==> src/rtl/cfg_pkg.sv <==
// Shared constants for the tile configuration chain.
// Also used by the wishbonatron firmware models.
package cfg_pkg;

    localparam logic [7:0] CRC8_POLY = 8'h07;
    localparam logic [7:0] CRC8_INIT = 8'h00;
    localparam int CFG_WIDTH_DEFAULT = 64;

    // One MSB-first CRC-8 step for a single serial bit.
    function automatic logic [7:0] crc8_step(
        input logic [7:0] crc,
        input logic       b
    );
        logic fb;
        fb = crc[7] ^ b;
        return {crc[6:0], 1'b0} ^ (fb ? CRC8_POLY : 8'h00);
    endfunction

endpackage

==> src/rtl/cfg_crc8_serial.sv <==
// Serial CRC-8 accumulator, one bit per enabled cycle.
// Ports: clk_i, rst_i (sync, active-high), en_i (absorb bit_i),
//        clr_i (restart from init; with en_i the bit seeds the
//        new frame), bit_i, crc_o (registered running CRC).
module cfg_crc8_serial
    import cfg_pkg::*;
(
    input  logic       clk_i,
    input  logic       rst_i,
    input  logic       en_i,
    input  logic       clr_i,
    input  logic       bit_i,
    output logic [7:0] crc_o
);

    logic [7:0] crc_q;
    logic [7:0] crc_d;
    logic [7:0] seed;

    always_comb begin
        seed  = clr_i ? CRC8_INIT : crc_q;
        crc_d = crc_q;
        if (en_i) begin
            crc_d = crc8_step(seed, bit_i);
        end else if (clr_i) begin
            crc_d = CRC8_INIT;
        end
    end

    always_ff @(posedge clk_i) begin
        if (rst_i) begin
            crc_q <= CRC8_INIT;
        end else begin
            crc_q <= crc_d;
        end
    end

    assign crc_o = crc_q;

endmodule

==> src/rtl/cfg_tile_loader.sv <==
// One fabric tile's config loader: a serial shift chain with a
// CRC-checked, count-qualified commit into the active config.
// Ports: wb_clk_i, wb_rst_i (sync, active-high), shift_in,
//        shift_en, set_in (commit request, edge-detected),
//        shift_out (to next tile), cfg_out, cfg_valid,
//        set_err (1-cycle reject pulse), crc_out (CRC of last
//        accepted frame).
module cfg_tile_loader
    import cfg_pkg::*;
#(
    parameter int CFG_WIDTH = CFG_WIDTH_DEFAULT
) (
    input  logic                 wb_clk_i,
    input  logic                 wb_rst_i,
    input  logic                 shift_in,
    input  logic                 shift_en,
    input  logic                 set_in,
    output logic                 shift_out,
    output logic [CFG_WIDTH-1:0] cfg_out,
    output logic                 cfg_valid,
    output logic                 set_err,
    output logic [7:0]           crc_out
);

    localparam int CW = $clog2(CFG_WIDTH + 1);
    localparam logic [CW-1:0] FULL = CW'(CFG_WIDTH);

    logic [CFG_WIDTH-1:0] sr_q, sr_d;
    logic [CFG_WIDTH-1:0] cfg_q, cfg_d;
    logic [CW-1:0]        cnt_q, cnt_d;
    logic [7:0]           crco_q, crco_d;
    logic                 valid_q, valid_d;
    logic                 err_q, err_d;
    logic                 set_q;
    logic                 set_rise;
    logic                 full;
    logic [7:0]           crc_run;

    assign set_rise = set_in & ~set_q;
    assign full     = (cnt_q == FULL);

    // A commit restarts the running CRC; a shift in the same
    // cycle becomes the first bit of the next frame.
    cfg_crc8_serial u_crc (
        .clk_i (wb_clk_i),
        .rst_i (wb_rst_i),
        .en_i  (shift_en),
        .clr_i (set_rise),
        .bit_i (shift_in),
        .crc_o (crc_run)
    );

    always_comb begin
        sr_d    = sr_q;
        cnt_d   = cnt_q;
        cfg_d   = cfg_q;
        crco_d  = crco_q;
        valid_d = valid_q;
        err_d   = 1'b0;

        if (shift_en) begin
            sr_d = {sr_q[CFG_WIDTH-2:0], shift_in};
        end

        if (set_rise) begin
            cnt_d = shift_en ? CW'(1) : '0;
        end else if (shift_en && !full) begin
            cnt_d = cnt_q + CW'(1);
        end

        // Commit uses pre-edge sr/count/crc.
        if (set_rise) begin
            if (full) begin
                cfg_d   = sr_q;
                crco_d  = crc_run;
                valid_d = 1'b1;
            end else begin
                err_d = 1'b1;
            end
        end
    end

    always_ff @(posedge wb_clk_i) begin
        if (wb_rst_i) begin
            sr_q    <= '0;
            cnt_q   <= '0;
            cfg_q   <= '0;
            crco_q  <= CRC8_INIT;
            valid_q <= 1'b0;
            err_q   <= 1'b0;
            set_q   <= 1'b0;
        end else begin
            sr_q    <= sr_d;
            cnt_q   <= cnt_d;
            cfg_q   <= cfg_d;
            crco_q  <= crco_d;
            valid_q <= valid_d;
            err_q   <= err_d;
            set_q   <= set_in;
        end
    end

    // sr MSB is a register bit; it only moves on shift_en.
    assign shift_out = sr_q[CFG_WIDTH-1];
    assign cfg_out   = cfg_q;
    assign cfg_valid = valid_q;
    assign set_err   = err_q;
    assign crc_out   = crco_q;

endmodule

==> config.mk <==
export PLATFORM = sky130hd
export DESIGN_NAME = cfg_tile_loader
export DESIGN_NICKNAME = d
export VERILOG_FILES = /design/src/rtl/cfg_pkg.sv /design/src/rtl/cfg_crc8_serial.sv /design/src/rtl/cfg_tile_loader.sv
export SDC_FILE = /design/constraint.sdc
export NUM_CORES = 1
export LEC_CHECK = 0
export CAP_MARGIN = 10
export CELL_PAD_IN_SITES_DETAIL_PLACEMENT = 1
export CELL_PAD_IN_SITES_GLOBAL_PLACEMENT = 1
export CORE_ASPECT_RATIO = 0.75
export CORE_UTILIZATION = 30
export CTS_BUF_LIST = sky130_fd_sc_hd__clkbuf_4
export CTS_CLUSTER_SIZE = 24
export DETAILED_ROUTE_END_ITERATION = 12
export GPL_TIMING_DRIVEN = 0
export PLACE_DENSITY = 0.67
export SLEW_MARGIN = 20
export SYNTH_ARGS = -nofsm -noshare
export SYNTH_HDL_FRONTEND = slang
export SYNTH_SLANG_ARGS = --single-unit
export TNS_END_PERCENT = 30
==> constraint.sdc <==
create_clock -name wb_clk_i -period 2.15 [get_ports wb_clk_i]
set_input_delay 0.43 -clock wb_clk_i [delete_from_list [all_inputs] [get_ports wb_clk_i]]
set_output_delay 0.43 -clock wb_clk_i [all_outputs]
set_load 0.05 [all_outputs]
# ---- Word-level counts from Yosys, hierarchy flattened
# Cells that the tools add are included.
dict set report word_totals {
  register_bits 154
  out_inout_bits 75
}
dict set report classes {
  add_sub_neg 1
  eq_ne 1
  mux 7
  bitwise_logic 5
  n_reduce_logical 5
}
# operator count
set op_table {}
lappend op_table {{two-way mux 8 bit} 2}
lappend op_table {{two-way mux 7 bit} 2}
lappend op_table {{bitwise XOR 8 bit} 1}
lappend op_table {{adder 7 x 1 -> 7 bit, second input constant} 1}
lappend op_table {{equality test 7 bit, second input constant} 1}
lappend op_table {{two-way mux 3 bit} 1}
lappend op_table {{two-way mux 1 bit} 2}
lappend op_table {{NOT 1 bit} 2}
lappend op_table {{AND reduction 2 bit} 1}
lappend op_table {{nonzero test 2 bit} 1}
lappend op_table {{OR reduction 2 bit} 1}
lappend op_table {{AND 1 bit} 1}
lappend op_table {{logical AND 1 bit} 1}
lappend op_table {{logical NOT 1 bit} 1}
lappend op_table {{bitwise XOR 1 bit} 1}

# ---- Depth between registers and ports, before layout
dict set report depth {
  word_depth 7
  mapped_depth 7
  mapped_depth_nobuf 5
}

# ---- Modules after synthesis
# A second synthesis with hierarchy kept.
dict set report unflattened {
  cells_unflattened 646
  area_unflattened_um2 6173.4
}
# module instances cells_each area_each_um2 seq_area_each_um2
set by_module_without_submodules {}
lappend by_module_without_submodules {cfg_tile_loader 1 607 5771.8 2922.8}
lappend by_module_without_submodules {cfg_crc8_serial 1 39 401.6 160.2}

# ---- Worst setup path after synthesis
# Ideal clock, no wire load.
dict set report synth_timing {
  kind {register -> register}
  start {register cnt_q[0]}
  end {register cfg_q[10], in the netlist cfg_out[10]}
  t_arrival_ps 1568
  t_required_ps 2080
  path_slack_ps 511
  path_stages_with_launch 8
  path_cell_list {dfxtp_1 inv_1 ha_1 nand2b_1 buf_2 buf_1 o31ai_2 a21oi_1}
}
dict set report synth_between {
  elab_chain_cells 2
}
# element line
set synth_rtl {}
lappend synth_rtl {{from (decl)} cfg_tile_loader.sv:30} ;# logic [CW-1:0] cnt_q, cnt_d;
lappend synth_rtl {{from (signal assigned)} cfg_tile_loader.sv:94} ;# cnt_q <= cnt_d;
lappend synth_rtl {{equality test 7 bit} cfg_tile_loader.sv:40} ;# assign full = (cnt_q == FULL);
lappend synth_rtl {{AND reduction 2 bit (no line)} n/a}
lappend synth_rtl {{to (signal assigned)} cfg_tile_loader.sv:95} ;# cfg_q <= cfg_d;
lappend synth_rtl {{to (decl)} cfg_tile_loader.sv:29} ;# logic [CFG_WIDTH-1:0] cfg_q, cfg_d;
# Every way passes these cells.
# A chain may end at the register's enable or synchronous reset.

# ---- Final worst setup path
dict set report layout_timing {
  start {register crco_q[7], in the netlist crc_out[7]}
  end {output crc_out[7]}
}
# element line
set layout_lines {}
lappend layout_lines {{from (decl)} cfg_tile_loader.sv:31} ;# logic [7:0] crco_q, crco_d;
lappend layout_lines {{from (signal assigned)} cfg_tile_loader.sv:96} ;# crco_q <= crco_d;
lappend layout_lines {{to (decl)} cfg_tile_loader.sv:22} ;# output logic [7:0] crc_out
# No word-level cell between the ends.

==> run_results.csv <==
group,metric,value,unit
worst_hold_path,hold_path.class,"input pin to flop",
finish,fin_area,0.00773,sq mm
synth,yosysWarnings,0,
power_and_ir_drop,switching_share,27.5,%
place,routabilityCongestion,0.770,
die,start_util,31.1,%
critical_path,path_cells,"dlygate4sd2_1",
detailed_routing,drtPass1Iterations,4,
synth,synth-edff-count,0,
worst_hold_path,holdCritStartpoint,"wb_rst_i",
power_and_ir_drop,clock_power_share,34.8,%
run,maxCapViolCount,0,
timing,period_minus_slack,1960,ps
detailed_routing,drtIter0Drc,278,
synth,synth_mux_area_share,10.9,%
detailed_routing,wl_per_cell,17.5,um
timing,worstMarginPinSlew,800,ps
clocking,cts_setup_buffers,0,
synth,synth_top_family_by_area,"compound AO/OA/AOI/OAI gates",
critical_path,crit_fanout,2,
synth,synth_area_leader_cell,"dfxtp_1",
critical_path,critPathKind,"flop to output port",
place,dp_hpwl,12.9,mm
synth,syn_area,0.00640,sq mm
synth,ys_async_sr_fraction,0,%
timing,fin_skew,23.4,ps
critical_path,critical_path_buf_inv_count,1,
finish,post-route-util,37.6,%
grt,grtUsageTotal,17.3,%
timing,setup_viol,0,
status,status,"completed",
power_and_ir_drop,total_power,5.04,mW
place,port_buffers,77,
finish,fin_nets,750,
timing,max_freq,509,MHz
critical_path,cp_top_family,"buffers and inverters",
clocking,clock_path_buffers,2,
timing,relSlewSlack,46.7,%
clocking,cts-root-buf,"clkbuf_4",
detailed_routing,ant_nets,0,
finish,synthToLayoutAreaGrowth,20.7,%
grt,grt_overflow,0,
clocking,htreeDepth,4,
critical_path,critPathLaunch,"crc_out[7]$_SDFFE_PP0P_",
critical_path,slowest_stage,"dlygate4sd2_1",
timing,slew_viol_final,0,
power_and_ir_drop,pwr_density_cell,652,mW/mm^2
critical_path,crit_arrival,1530,ps
grt,grt_max_degree,17,
finish,antenna_cells,0,
synth,syn_area_per_cell,9.89,sq um
synth,synth.area.top_cells,"dfxtp_1 48%, mux2i_1 11%, o31ai_2 9.8%",
grt,grt_antenna_before_repair,0,
synth,synth_compound_area_share,19.7,%
detailed_routing,num_vias,5306,
power_and_ir_drop,power_frac_comb,8.1,%
die,fp.dieW,171,um
synth,ys_seq_area_share,48.2,%
power_and_ir_drop,p_leak,3.01,nW
detailed_routing,routed_via_density,5.11,
synth,synth_most_common_cell,"dfxtp_1",
die,fp.dieH,129,um
synth,synth_top_area_share,48.2,%
timing,fin_crit_sh,91.3,%
clocking,cts_buffers,17,
synth,synth-xor-area-share,0.547,%
synth,syn-num-nets,654,
critical_path,worst_setup_path_start_kind,"flop",
die,core_area,0.0206,sq mm
clocking,clk_pin_slew_worst_paths,120,ps
synth,synthTopCellsByCount,"154 x dfxtp_1, 78 x a21oi_1, 75 x nand4_1",
critical_path,rr_startpoint,"cnt_q[2]$_SDFFE_PP0P_",
power_and_ir_drop,seqPwrFrac,57.1,%
clocking,clock-sinks,154,
synth,netlist_instances,647,
detailed_routing,drc,0,
die,die_area,0.0219,sq mm
place,dpl_cell_area,0.00752,sq mm
finish,drive_gt1_share,15.6,%
timing,grt_setup_unrepaired,"no",
synth,ys_ff_latch,154,
power_and_ir_drop,ir_worst_vdd,307,uV
critical_path,cp.required,1720,ps
synth,synth-main-ff-cell,"dfxtp_1",
critical_path,critPathCaptureType,"output port",
detailed_routing,drt_wl_total,18.2,mm
clocking,clk_latency,560,ps
critical_path,critPathMaxStageDelay,560,ps
grt,grt_pass1_vias,5456,
clocking,cts_tree,"done",
die,pin_count,80,
grt,grt_pass1_wl,29.7,mm
die,row_count,45,
power_and_ir_drop,internal_power,3.65,mW
synth,yosysUniqueCellTypes,30,
timing,fin_tns_setup,0,ps
synth,post_synth_fa_ha_maj_area_fraction,0.391,%
power_and_ir_drop,switchingPower,1.38,mW
timing,hold_viol,0,
synth,yosys.area_share.simple,14.4,%
[cell families (layout without fill, tap and decap cells)]
| kind of cell | Yosys count | count (layout) |
|---|---|---|
| AND/OR/NAND/NOR | 175 | 175 |
| AO/OA/AOI/OAI | 162 | 162 |
| flip-flops | 154 | 154 |
| buffers and inverters | 80 | 189 |
| multiplexers | 70 | 70 |
| XOR/XNOR | 4 | 4 |
| adder cells (fa/ha/maj) | 2 | 2 |
[path summary, 6_finish.rpt]
| check | slack (ps) | cells after the start | endpoint |
|---|---|---|---|
| max | 190 | 1 | crc_out[7] |
| max reg2reg | 220 | 6 | cfg_out[31]$_SDFFE_PP0P_ |
| min | 410 | 2 | set_q$_SDFF_PP0_ |
| min reg2reg | 480 | 2 | cfg_out[1]$_SDFFE_PP0P_ |
[power groups by stage]
stage                     clock [mW]  sequential [mW]  combinational, mW
after floorplan                    0             2.94              0.279
after global placement             0             2.94              0.383
after detailed placement           0             2.94              0.400
after CTS                       1.81             2.88              0.405
after global routing            1.95             2.88              0.440
final                           1.75             2.88              0.406
[placed cells by master (no fill, tap or decap), types with 2 or more instances in the layout]
| cell | instances |
|---|---|
| a21oi_1 | 78 |
| a31oi_1 | 6 |
| buf_1 | 8 |
| buf_2 | 18 |
| buf_6 | 8 |
| bufinv_16 | 2 |
| clkbuf_1 | 33 |
| clkbuf_2 | 8 |
| clkbuf_4 | 19 |
| clkdlybuf4s50_1 | 2 |
| clkinv_1 | 3 |
| clkinv_2 | 3 |
| clkinvlp_4 | 3 |
| dfxtp_1 | 154 |
| dlygate4sd2_1 | 75 |
| ha_1 | 2 |
| inv_1 | 5 |
| mux2i_1 | 70 |
| nand2_1 | 5 |
| nand2b_1 | 2 |
| nand3_1 | 6 |
| nand4_1 | 75 |
| nand4b_1 | 2 |
| nor2_1 | 72 |
| nor2b_1 | 3 |
| o21ai_0 | 3 |
| o31ai_1 | 22 |
| o31ai_2 | 50 |
| or2_2 | 2 |
| or3_1 | 3 |
| xor2_1 | 4 |
[area by class of cell]
type | instances | area (sq um)
fill | 2333 | 12800
sequential | 154 | 3080
multi-input combinational | 413 | 2950
timing repair buffer | 77 | 677
buffer | 75 | 374
tap | 282 | 353
clock buffer | 19 | 143
clock inverter | 13 | 126
inverter | 5 | 18.8
[stage by stage]
step	setup slack (ps)	cells	hold slack (ps)
finish	187	1038	413
global route	52.5	1038	407
CTS	4.31	1038	382
detailed placement	-471	1006	466
global placement	-490	1006	462
floorplan	511	647	427
[sequential cells by signal (all words and copies together) (netlist names)]
| register | count |
|---|---|
| cfg_out | 64 |
| sr_q | 64 |
| crc_out | 8 |
| u_crc.crc_o | 8 |
| cnt_q | 7 |
| cfg_valid | 1 |
| set_err | 1 |
| set_q | 1 |
[metal layers]
layer  track usage, %  vias to the layer above  share of wire [%]
met4             4.93                        0               0.98
met3             3.78                       14                3.2
li1                 -                     2586                  -
met2             27.8                       70                 46
met5                0                        -                  0
met1             23.4                     2636                 50
[repair_timing]
action,CTS,global route
setup endpoints to repair,125,47
hold endpoints to repair,0,0
hold buffers,0,0
resized for setup,84,7
pin swaps,0,0
No activity file was read; power rests on OpenSTA's default activity.
